$ cat config.mk
export PLATFORM = sky130hd
export DESIGN_NAME = game_session
export DESIGN_NICKNAME = d
export VERILOG_FILES = /design/src/rtl/game_pkg.sv /design/src/rtl/game_session_bcd_counter.sv /design/src/rtl/game_session.sv
export SDC_FILE = /design/constraint.sdc
export NUM_CORES = 1
export LEC_CHECK = 0
export ABC_AREA = 1
export BUFFER_PORTS_ARGS = -buffer_cell sky130_fd_sc_hd__buf_2
export CAP_MARGIN = 20
export CORE_MARGIN = 5
export CORE_UTILIZATION = 55
export DETAILED_ROUTE_END_ITERATION = 10
export GPL_TIMING_DRIVEN = 1
export PLACE_DENSITY = 0.86
export SYNTH_ARGS = -nofsm -noshare
export SYNTH_HDL_FRONTEND = slang
export SYNTH_HIERARCHICAL = 1
export SYNTH_SLANG_ARGS = --single-unit
$ cat constraint.sdc
create_clock -name clk -period 3.7 [get_ports clk]
set_input_delay 0.555 -clock clk [delete_from_list [all_inputs] [get_ports clk]]
set_output_delay 0.555 -clock clk [all_outputs]
set_load 0.02 [all_outputs]
$ cat src/rtl/game_pkg.sv
// Shared definitions for the game session controller: state encoding,
// score limits and the BCD increment helper.
package game_pkg;

    typedef enum logic [2:0] {
        IDLE    = 3'd0,
        PLAY    = 3'd1,
        WIN     = 3'd2,
        RESPAWN = 3'd3,
        OVER    = 3'd4
    } game_state_t;

    localparam logic [15:0] SCORE_MAX  = 16'h9999;
    localparam int          BCD_DIGITS = 4;

    // Add one to a packed BCD value, rippling the carry digit by digit.
    function automatic logic [15:0] bcdIncrement(input logic [15:0] value);
        logic [15:0] result;
        logic        carry;
        logic [3:0]  digit;
        result = value;
        carry  = 1'b1;
        for (int i = 0; i < BCD_DIGITS; i++) begin
            digit = value[4*i +: 4];
            if (carry) begin
                if (digit == 4'd9) begin
                    result[4*i +: 4] = 4'd0;
                    carry            = 1'b1;
                end else begin
                    result[4*i +: 4] = digit + 4'd1;
                    carry            = 1'b0;
                end
            end else begin
                result[4*i +: 4] = digit;
            end
        end
        return result;
    endfunction

endpackage

$ cat src/rtl/game_session_bcd_counter.sv
// Four-digit BCD counter with synchronous clear and saturation at SCORE_MAX.
module bcd_counter
    import game_pkg::*;
(
    input  logic        clk,
    input  logic        reset,
    input  logic        clear,
    input  logic        inc,
    output logic [15:0] value
);

    // Count register: clear wins over increment, increment stops at the maximum.
    always_ff @(posedge clk or negedge reset) begin
        if (!reset) begin
            value <= 16'h0000;
        end else if (clear) begin
            value <= 16'h0000;
        end else if (inc && (value != SCORE_MAX)) begin
            value <= bcdIncrement(value);
        end else begin
            value <= value;
        end
    end

endmodule

$ cat src/rtl/game_session.sv
// Game life-cycle controller: sequences idle, play, banners and game over,
// drives the core reset and keeps score, high score, lives and wave.
module game_session
    import game_pkg::*;
#(
    parameter int LIVES         = 3,
    parameter int BANNER_CYCLES = 200_000_000
) (
    input  logic        clk,
    input  logic        reset,
    input  logic        start,
    input  logic        killPulse,
    input  logic        victory,
    input  logic        defeat,
    output logic        coreReset,
    output logic [2:0]  state,
    output logic [15:0] score,
    output logic [15:0] hiScore,
    output logic [2:0]  lives,
    output logic [3:0]  wave
);

    localparam int TIMER_W = $clog2(BANNER_CYCLES + 1);

    game_state_t        stateR;
    game_state_t        stateNext;
    logic               armedR;
    logic [TIMER_W-1:0] timerR;
    logic               scoreClear;
    logic               scoreInc;
    logic               loseLife;
    logic               clearWave;

    bcd_counter u_score (
        .clk   (clk),
        .reset (reset),
        .clear (scoreClear),
        .inc   (scoreInc),
        .value (score)
    );

    // Next-state decode; defeat outranks victory, and both wait for arming.
    always_comb begin
        stateNext  = stateR;
        scoreClear = 1'b0;
        scoreInc   = 1'b0;
        loseLife   = 1'b0;
        clearWave  = 1'b0;
        case (stateR)
            IDLE: begin
                if (start) begin
                    stateNext  = PLAY;
                    scoreClear = 1'b1;
                end else begin
                    stateNext = IDLE;
                end
            end
            PLAY: begin
                scoreInc = killPulse;
                if (armedR && defeat) begin
                    loseLife  = 1'b1;
                    stateNext = (lives == 3'd1) ? OVER : RESPAWN;
                end else if (armedR && victory) begin
                    clearWave = 1'b1;
                    stateNext = WIN;
                end else begin
                    stateNext = PLAY;
                end
            end
            WIN, RESPAWN: begin
                if (timerR == '0) begin
                    stateNext = PLAY;
                end else begin
                    stateNext = stateR;
                end
            end
            OVER: begin
                if (start) begin
                    stateNext = IDLE;
                end else begin
                    stateNext = OVER;
                end
            end
            default: begin
                stateNext = IDLE;
            end
        endcase
    end

    // State, arming, core reset and banner timer registers.
    always_ff @(posedge clk or negedge reset) begin
        if (!reset) begin
            stateR    <= IDLE;
            armedR    <= 1'b0;
            coreReset <= 1'b0;
            timerR    <= '0;
        end else begin
            stateR    <= stateNext;
            armedR    <= (stateR == PLAY);
            coreReset <= (stateR == PLAY);
            if (loseLife || clearWave) begin
                timerR <= TIMER_W'(BANNER_CYCLES - 1);
            end else if (timerR != '0) begin
                timerR <= timerR - TIMER_W'(1);
            end else begin
                timerR <= timerR;
            end
        end
    end

    // Lives, wave and high score; BCD compares correctly as plain unsigned.
    always_ff @(posedge clk or negedge reset) begin
        if (!reset) begin
            lives   <= 3'd0;
            wave    <= 4'd0;
            hiScore <= 16'h0000;
        end else begin
            if (scoreClear) begin
                lives <= 3'(LIVES);
                wave  <= 4'd1;
            end else begin
                lives <= loseLife ? (lives - 3'd1) : lives;
                wave  <= (clearWave && (wave != 4'd15)) ? (wave + 4'd1) : wave;
            end
            if ((stateR == OVER) && (score > hiScore)) begin
                hiScore <= score;
            end else begin
                hiScore <= hiScore;
            end
        end
    end

    assign state = stateR;

endmodule

### Word level (Yosys, flattened, before mapping)

Index checks and enable logic that the tools add are counted.

* add/subtract/negate cells: 7
* order comparisons: 1
* eq/ne operators: 12
* multiplexer cells: 41
* reductions and logical operators: 20

Operators with widths (count)
* 28-bit two-way mux: 2
* 4-bit two-way mux: 9
* 16-bit two-way mux: 2
* 28-bit zero test: 1
* 28-bit nonzero test: 1
* 28-bit by 1-bit subtractor with 28-bit output (second input constant): 1
* 4-bit by 1-bit adder with 4-bit output (second input constant): 5
* 1-bit two-way mux: 20
* 3-bit two-way mux: 6
* 4-bit equality test (second input constant): 4
* 16-bit > comparator: 1
* 16-bit != test (second input constant): 1
* 2-bit nonzero test: 7
* 3-bit case mux with 4 select lines: 1
* 3-bit by 1-bit equality test with 1-bit output (second input constant): 2
* 3-bit by 2-bit equality test with 1-bit output (second input constant): 2
* 2-bit AND reduction: 3
* 1-bit logical AND: 5
* 4-bit != test (second input constant): 1
* 3-bit equality test (second input constant): 1
* 3-bit zero test: 1
* 3-bit by 1-bit subtractor with 3-bit output (second input constant): 1
* 2-bit two-way mux: 1
* 2-bit != test (second input constant): 1
* other kinds (2): 2

* bits in registers: 71
* output and inout port bits: 43
* logic and storage cells: 91

### Longest topological paths before layout

Gate-level depths: netlist (run 1).

* depth in word-level cells: 14
* depth in mapped cells: 15
* gate-level depth less buffers: 14

### Modules after synthesis

Netlist (run 1), hierarchy kept.

By module, submodules not included
* game_session: instances 1, cells each 463, area an instance 3455.8 um2, seq. area each 1376.3 um2
* bcd_counter: instances 1, cells each 123, area an instance 1066.0 um2, seq. area each 400.4 um2

### Least setup slack after synthesis (run 1)

No wires, ideal clock.

* kind: register to register
* start: register u_score.value[3]
* end: register hiScore[12]
* setup time: 0.118 ns
* arrival time: 1.676 ns
* required time: 3.582 ns
* slack: 1.906 ns
* stages on the path, launching flop included: 11
* path buffers: 1
* period minus slack after synthesis: 1.794 ns
* path through: dfrtp_1 ha_1 nand2_1 inv_1 nand4_1 nor2_1 nor2_2 nand2_2 buf_4 nand2_1 nand2_1

* longest elaborated chain between the ends: 2

RTL lines
* start: declaration: line game_session_bcd_counter.sv:9 `output logic [15:0] value`
* start signal: assignment: line game_session_bcd_counter.sv:19 `value <= bcdIncrement(value);`
* start signal: assignment: line game_session_bcd_counter.sv:21 `value <= value;`
* 16-bit > comparator: line game_session.sv:125 `if ((stateR == OVER) && (score > hiScore)) begin`
* 1-bit logical AND: line game_session.sv:125
* end signal: assignment: line game_session.sv:126 `hiScore <= score;`
* end signal: assignment: line game_session.sv:128 `hiScore <= hiScore;`
* end: declaration: line game_session.sv:18 `output logic [15:0] hiScore,`

No other way between the ends.
A chain may end at the register's enable or synchronous reset.

### Final worst setup path (run 1)

* start: register u_score.value[7]
* end: register hiScore[10]

The elaborated chain is that of the path after synthesis.

==> results of run 1 <==
registers in the layout, indices dropped and copies added (netlist names):
signal and flops:
hiScore 16, u_score/value 16, wave 4, lives 3, timerR 28, armedR 1, state 3
routing by layer:
| layer | track usage | wire (microns) | vias to the layer above |
|---|---|---|---|
| li1 | - | - | 1984 |
| met1 | 0.298 | 4710 | 1896 |
| met2 | 0.366 | 5080 | 110 |
| met3 | 0.0388 | 580 | 18 |
| met4 | 0.0819 | 162 | 0 |
| met5 | 0 | 0 | - |
critical path, stage by stage, from the launching register on:
cell and delay, ns:
dfrtp_1 0.46, ha_1 0.33, nand2_1 0.08, nor2_1 0.22, nand2_1 0.09, nand2_1 0.06, nand2_1 0.06, nand2_2 0.27
nand2_2 0.30, nand2_1 0.15, nand2_1 0.05
cells in the final DEF, fill, tap and decap left out, types with 5 or more instances in the layout:
| cell type | instances |
|---|---|
| nand2_1 | 139 |
| nor2_1 | 71 |
| dfrtp_1 | 71 |
| inv_1 | 70 |
| nand3_1 | 58 |
| buf_2 | 48 |
| ha_1 | 29 |
| nor2_2 | 17 |
| a21oi_1 | 16 |
| xor2_1 | 15 |
| o21ai_0 | 14 |
| nor3_1 | 14 |
| clkbuf_8 | 11 |
| nand2_2 | 10 |
| nand4_1 | 9 |
| nand3_2 | 6 |
| inv_2 | 5 |
| nor2_4 | 5 |
| xnor2_1 | 5 |
final cells by class:
class                           instances  area share
Timing Repair Buffer                   50      0.0507
Multi-Input combinational cell        432       0.477
Inverter                               76      0.0576
Clock buffer                           12      0.0308
Clock inverter                          4     0.00571
Sequential cell                        71       0.353
Tap cell                              105      0.0261
final timing paths:
path                                to  cells after the start        startpoint  slack, ns
min in group clk              state[2]                      2             start       0.44
min reg2reg                 hiScore[5]                      2        hiScore[5]       0.49
max reg2reg                hiScore[10]                     10  u_score/value[7]       1.52
max                        hiScore[10]                     10  u_score/value[7]       1.52
max in group asynchronous   timerR[20]                      2             reset       2.47
min                         hiScore[2]                      1             reset       0.25
Yosys cell counts:
library cell  count  area, sq um
inv_6             1         8.76
inv_1            70          263
or2_0             1         6.26
buf_8             1         15.0
inv_2             5         18.8
nand3_2           6         60.1
xor2_1           15          131
o21ai_2           1         8.76
nand2_8           1         20.0
a21oi_2           2         17.5
buf_6             1         11.3
nand3_4           1         17.5
or2_2             1         6.26
o21ai_4           1         16.3
a21o_1            1         7.51
o22ai_2           1         12.5
nor3_2            1         10.0
and3_2            1         7.51
nand3_1          58          290
nand2_2          10         62.6
nor2_1           71          267
nor3b_1           1         7.51
nor2_2           17          106
nand2_4           1         11.3
xnor2_1           5         43.8
o21bai_1          2         15.0
a21oi_1          16         80.1
o21ai_1           4         20.0
buf_2             4         20.0
o21ai_0          14         70.1
dfrtp_1          71         1780
nand4_1           9         56.3
buf_4             1         7.51
and3_4            1         11.3
ha_1             29          363
nand2_1         139          522
nor2_4            5         56.3
nor3_1           14         70.1
nand3b_1          2         15.0
nand4_2           1         12.5
cell families after synthesis:
group                      Yosys count  synth area share
adders and majority gates           29            0.0802
xor gates and xnor gates            20            0.0387
buffers and inverters               83            0.0761
DFF                                 71             0.393
AOI/OAI and AO/OA                   42            0.0548
and+or+nand+nor                    341             0.357
per-stage QoR:
stage	power, mW	cell area (sq um)
after floorplan	1.95	4520
after global placement	2.20	4850
after detailed placement	2.27	4850
after CTS	2.86	5040
after global routing	3.07	5040
final	2.86	5040
where the power goes:
part / internal (mW) / switching [mW] / leakage, nW / total (mW)
Clock: 0.282 / 0.308 / 0.0890 / 0.590
Sequential: 0.928 / 0.202 / 0.896 / 1.13
Combinational: 0.383 / 0.755 / 1.60 / 1.14
==> impl_metrics.toml, run 1 <==
[outcome]
status = "complete, no violations"

[die]
start_util = 0.559
ios = 49
die_x_microns = 101
dieHeight_microns = 101
core_sq_mm = 0.00809
dieArea_sq_mm = 0.0101
rows = 33

[setup_path]
cp.required_ns = 3.94
cp.arrival_ns = 2.43
startpoint_type = "flip-flop"
crit_type = "flip-flop to flip-flop"
crit_path_end_kind = "flip-flop"
crit_fanout = 17

[logic_synthesis]
ys_ff_latch = 71
syn_inst = 586
ys_types = 40
syn_area_sq_mm = 0.00452
seq_area_frac_synth = 0.393
synth-warning-count = 6
avgSynthCellArea_sq_um = 7.72
syn_nets = 621

[final_layout]
nets = 675
final_util = 0.623
multi_input_area_sq_mm = 0.00240
drive_gt1_frac = 0.189
n_fill_cell = 699
n_antenna_cell = 0
stdcell_count = 750
seq_area_sq_mm = 0.00178
area_growth_pct = 11.4

[clock_tree]
cts_buffers = 9
clk_latency_ns = 0.35
clock_sinks = 71
post_cts_buffers = 0
clkTransAtPathRegs_ns = 0.08
htreeDepth = 3
cts_hold_buf = 0
cts_root_buf = "clkbuf_8"
cts_tree = "done"
ctsLongestPathBuffers = 2
cts_resized = 0

[route]
drc = 0
drt_iter0_drc = 229
vias_per_cell = 5.34
vias = 4008
routedWlPerCell_microns = 14.0
antenna_left = 0
routed_wl_microns = 10500
drt-pass1-iter-count = 5

[timing]
clock_skew_ns = 0.0102
slew_violations = 0
finalHoldViolations = 0
slew_headroom = 0.515
setup_tns_ns = 0
max_freq_ghz = 0.458
worstMarginPinSlew_ns = 0.728
whs_ns = 0.251
period_share = 0.590
rsz0062_at_grt = "no"
worst_slack_ns = 1.52
min_period_ns = 2.18
setup_viol = 0

[grt]
grt_max_degree = 40
antenna_found_initial = 0
first_global_vias = 3907
grt_overflow_total = 0
track_usage = 0.224
grt_pass1_wl_microns = 18300

[place]
dp_cells = 734
place_congestion = 0.924
dp_slack_ns = 1.32
io_buffers = 48
dpl.hpwl_microns = 7920

[hold_path]
min_path_type = "input pin to async pin"

[power]
peakVddDrop_mv = 0.478
powerDensity_mw_per_mm2 = 567
p_leak_nw = 2.58

[job]
maxCapViolations = 0
(Power assumes the default switching activity.)
==> inputs of run 2 (changes only) <==
==> constraint.sdc (replaced) <==
create_clock -name clk -period 2.23 [get_ports clk]
set_input_delay 0.3345 -clock clk [delete_from_list [all_inputs] [get_ports clk]]
set_output_delay 0.3345 -clock clk [all_outputs]
set_load 0.02 [all_outputs]
==> run 2 against run 1 <==
The run now ends with hold timing left. Global-route usage increased by 0.23 points. Sequential share of layout area is 1.3 points lower. Sequential power grew 58%. Clock skew up 0.010 ns. Clock-buffer cell count decreased by 3. Flip-flop and latch count stayed put. Non-clock buffer count increased by 17. Critical endpoint unchanged. Final area is 3.8% higher. Critical path type unchanged. Cell count rose by 2.3%. First-iteration DRC count is 51% higher. Combinational power grew 84%. Register-to-register slack got worse by 1.3 ns. Largest cell class unchanged.
==> impl_metrics.toml, run 2 (synthesis results as in run 1) <==
[outcome]
status = "finished with violations"
violations = "hold timing"

[timing]
finalHoldViolations = 13
rsz0062_at_grt = "no"
max_freq_ghz = 0.486
whs_ns = -0.0187
period_share = 0.922
slew_violations = 0
clock_skew_ns = 0.0204
setup_viol = 0
worstMarginPinSlew_ns = 0.446
min_period_ns = 2.06
slew_headroom = 0.702

[final_layout]
largest_reg_flops = 28
largest-register = "timerR"
final_util = 0.646
stdcell_area_sq_mm = 0.00523
area_growth_pct = 15.6
nets = 692
layout_commonest_cell = "nand2_1"
final_cell_mix = "nand2_1 (139), nor2_1 (71), dfrtp_1 (71)"
drive_gt1_frac = 0.211
n_antenna_cell = 0
largestRegisters = "timerR (28), hiScore (16), u_score/value (16)"

[route]
antenna_left = 0
drt-pass1-iter-count = 7
routed_wl_microns = 11000
vias_per_cell = 5.48
vias = 4201
drc = 0
drt_iter0_drc = 346
routedWlPerCell_microns = 14.4

[setup_path]
crit_type = "flip-flop to flip-flop"
crit_path_end_kind = "flip-flop"
startpoint_type = "flip-flop"
path_cells = "ha_1 > nand2_1 > nor2_1 > nand2_1 > nor2_1 > nor2_4 > nand2_2 > nand2_1 > nand2_1"
cp.required_ns = 2.49
slowest_delay_ns = 0.47
crit_buf_inv = 0
crit_family = "simple AND/OR/NAND/NOR gates"
crit_fanout = 17
cp.arrival_ns = 2.32
cp_slowest_cell = "dfrtp_1"
cp_common_cell = "nand2_1"

[clock_tree]
cts_tree = "done"
htreeDepth = 3
cts_buffers = 9
clk_latency_ns = 0.37
ctsLongestPathBuffers = 2
cts_hold_buf = 0
clock_sinks = 71
clkTransAtPathRegs_ns = 0.10
cts_root_buf = "clkbuf_8"

[die]
ios = 49
die_x_microns = 101
start_util = 0.559
core_sq_mm = 0.00809
rows = 33
dieHeight_microns = 101
dieArea_sq_mm = 0.0101

[power]
power.internal_mw = 2.92
powerDensity_mw_per_mm2 = 970
seqPwrFrac = 0.350
p_sw_mw = 2.15
p_leak_nw = 2.70
p_comb_frac = 0.414
total_power_mw = 5.07
clockPowerShare = 0.235
peakVddDrop_mv = 0.588
sw_frac_of_total = 0.424

[grt]
grt_overflow_total = 0
track_usage = 0.226
antenna_found_initial = 0
grt_max_degree = 72
first_global_vias = 3959
grt_pass1_wl_microns = 18400

[place]
io_buffers = 48
dpl.hpwl_microns = 8020
place_area_sq_mm = 0.00499
place_congestion = 0.938

[hold_path]
min_path_type = "input pin to async pin"

[job]
maxCapViolations = 0
[run 2: cell count changes in the layout (fill, tap and decap cells not counted), moves of 2 or more]
cell       previous run  this run
buf_4                 2        18
bufinv_16             0         2
clkbuf_8             11         9
clkinv_4              0         2
[run 2: routing by layer]
| layer | track usage | vias up | share of wire |
|---|---|---|---|
| li1 | - | 2016 | - |
| met4 | 0.0798 | 0 | 0.025 |
| met2 | 0.382 | 182 | 0.49 |
| met5 | 0 | - | 0 |
| met3 | 0.0415 | 39 | 0.068 |
| met1 | 0.290 | 1964 | 0.42 |
[run 2: timing repair]
action,CTS,global route
resized for setup,1,0
setup endpoints to repair,16,0
buffers inserted,0,0
[run 2: final timing paths]
check	startpoint	endpoint	slack, ns	cells past startpoint
max	u_score/value[15]	hiScore[10]	0.17	9
min	reset	lives[2]	-0.02	2
max reg2reg	u_score/value[15]	hiScore[10]	0.17	9
min reg2reg	hiScore[1]	hiScore[1]	0.50	2
max in group asynchronous	reset	u_score/value[8]	1.94	2
min in group clk	start	state[2]	0.20	2
[run 2: final cells by class]
type,instances,area (sq um)
fill,679,2860
multi-input combinational,432,2410
sequential,71,1780
timing repair buffer,67,395
inverter,76,290
tap,105,131
clock buffer,9,124
clock inverter,7,105
[run 2: worst register-to-register path, cell delays in order, from the launching register on]
cell,delay [ns]
dfrtp_1,0.47
ha_1,0.35
nand2_1,0.10
nor2_1,0.07
nand2_1,0.09
nor2_1,0.07
nor2_4,0.32
nand2_2,0.29
nand2_1,0.15
nand2_1,0.05
[run 2: through the flow]
step	setup WS (ns)	TNS [ns]	instances
global route	0.0207	0	767
detailed placement	-0.00366	-0.00366	751
finish	0.174	0	767
floorplan	0.436	0	586
CTS	0.171	0	767
global placement	0.106	0	751
[run 2: power groups by stage]
stage	combinational [mW]	clock, mW	sequential [mW]
after floorplan	1.28	0	1.96
after global placement	1.98	0	1.78
after detailed placement	2.06	0	1.80
after CTS	2.09	1.20	1.78
after global routing	2.33	1.26	1.81
final	2.10	1.19	1.78
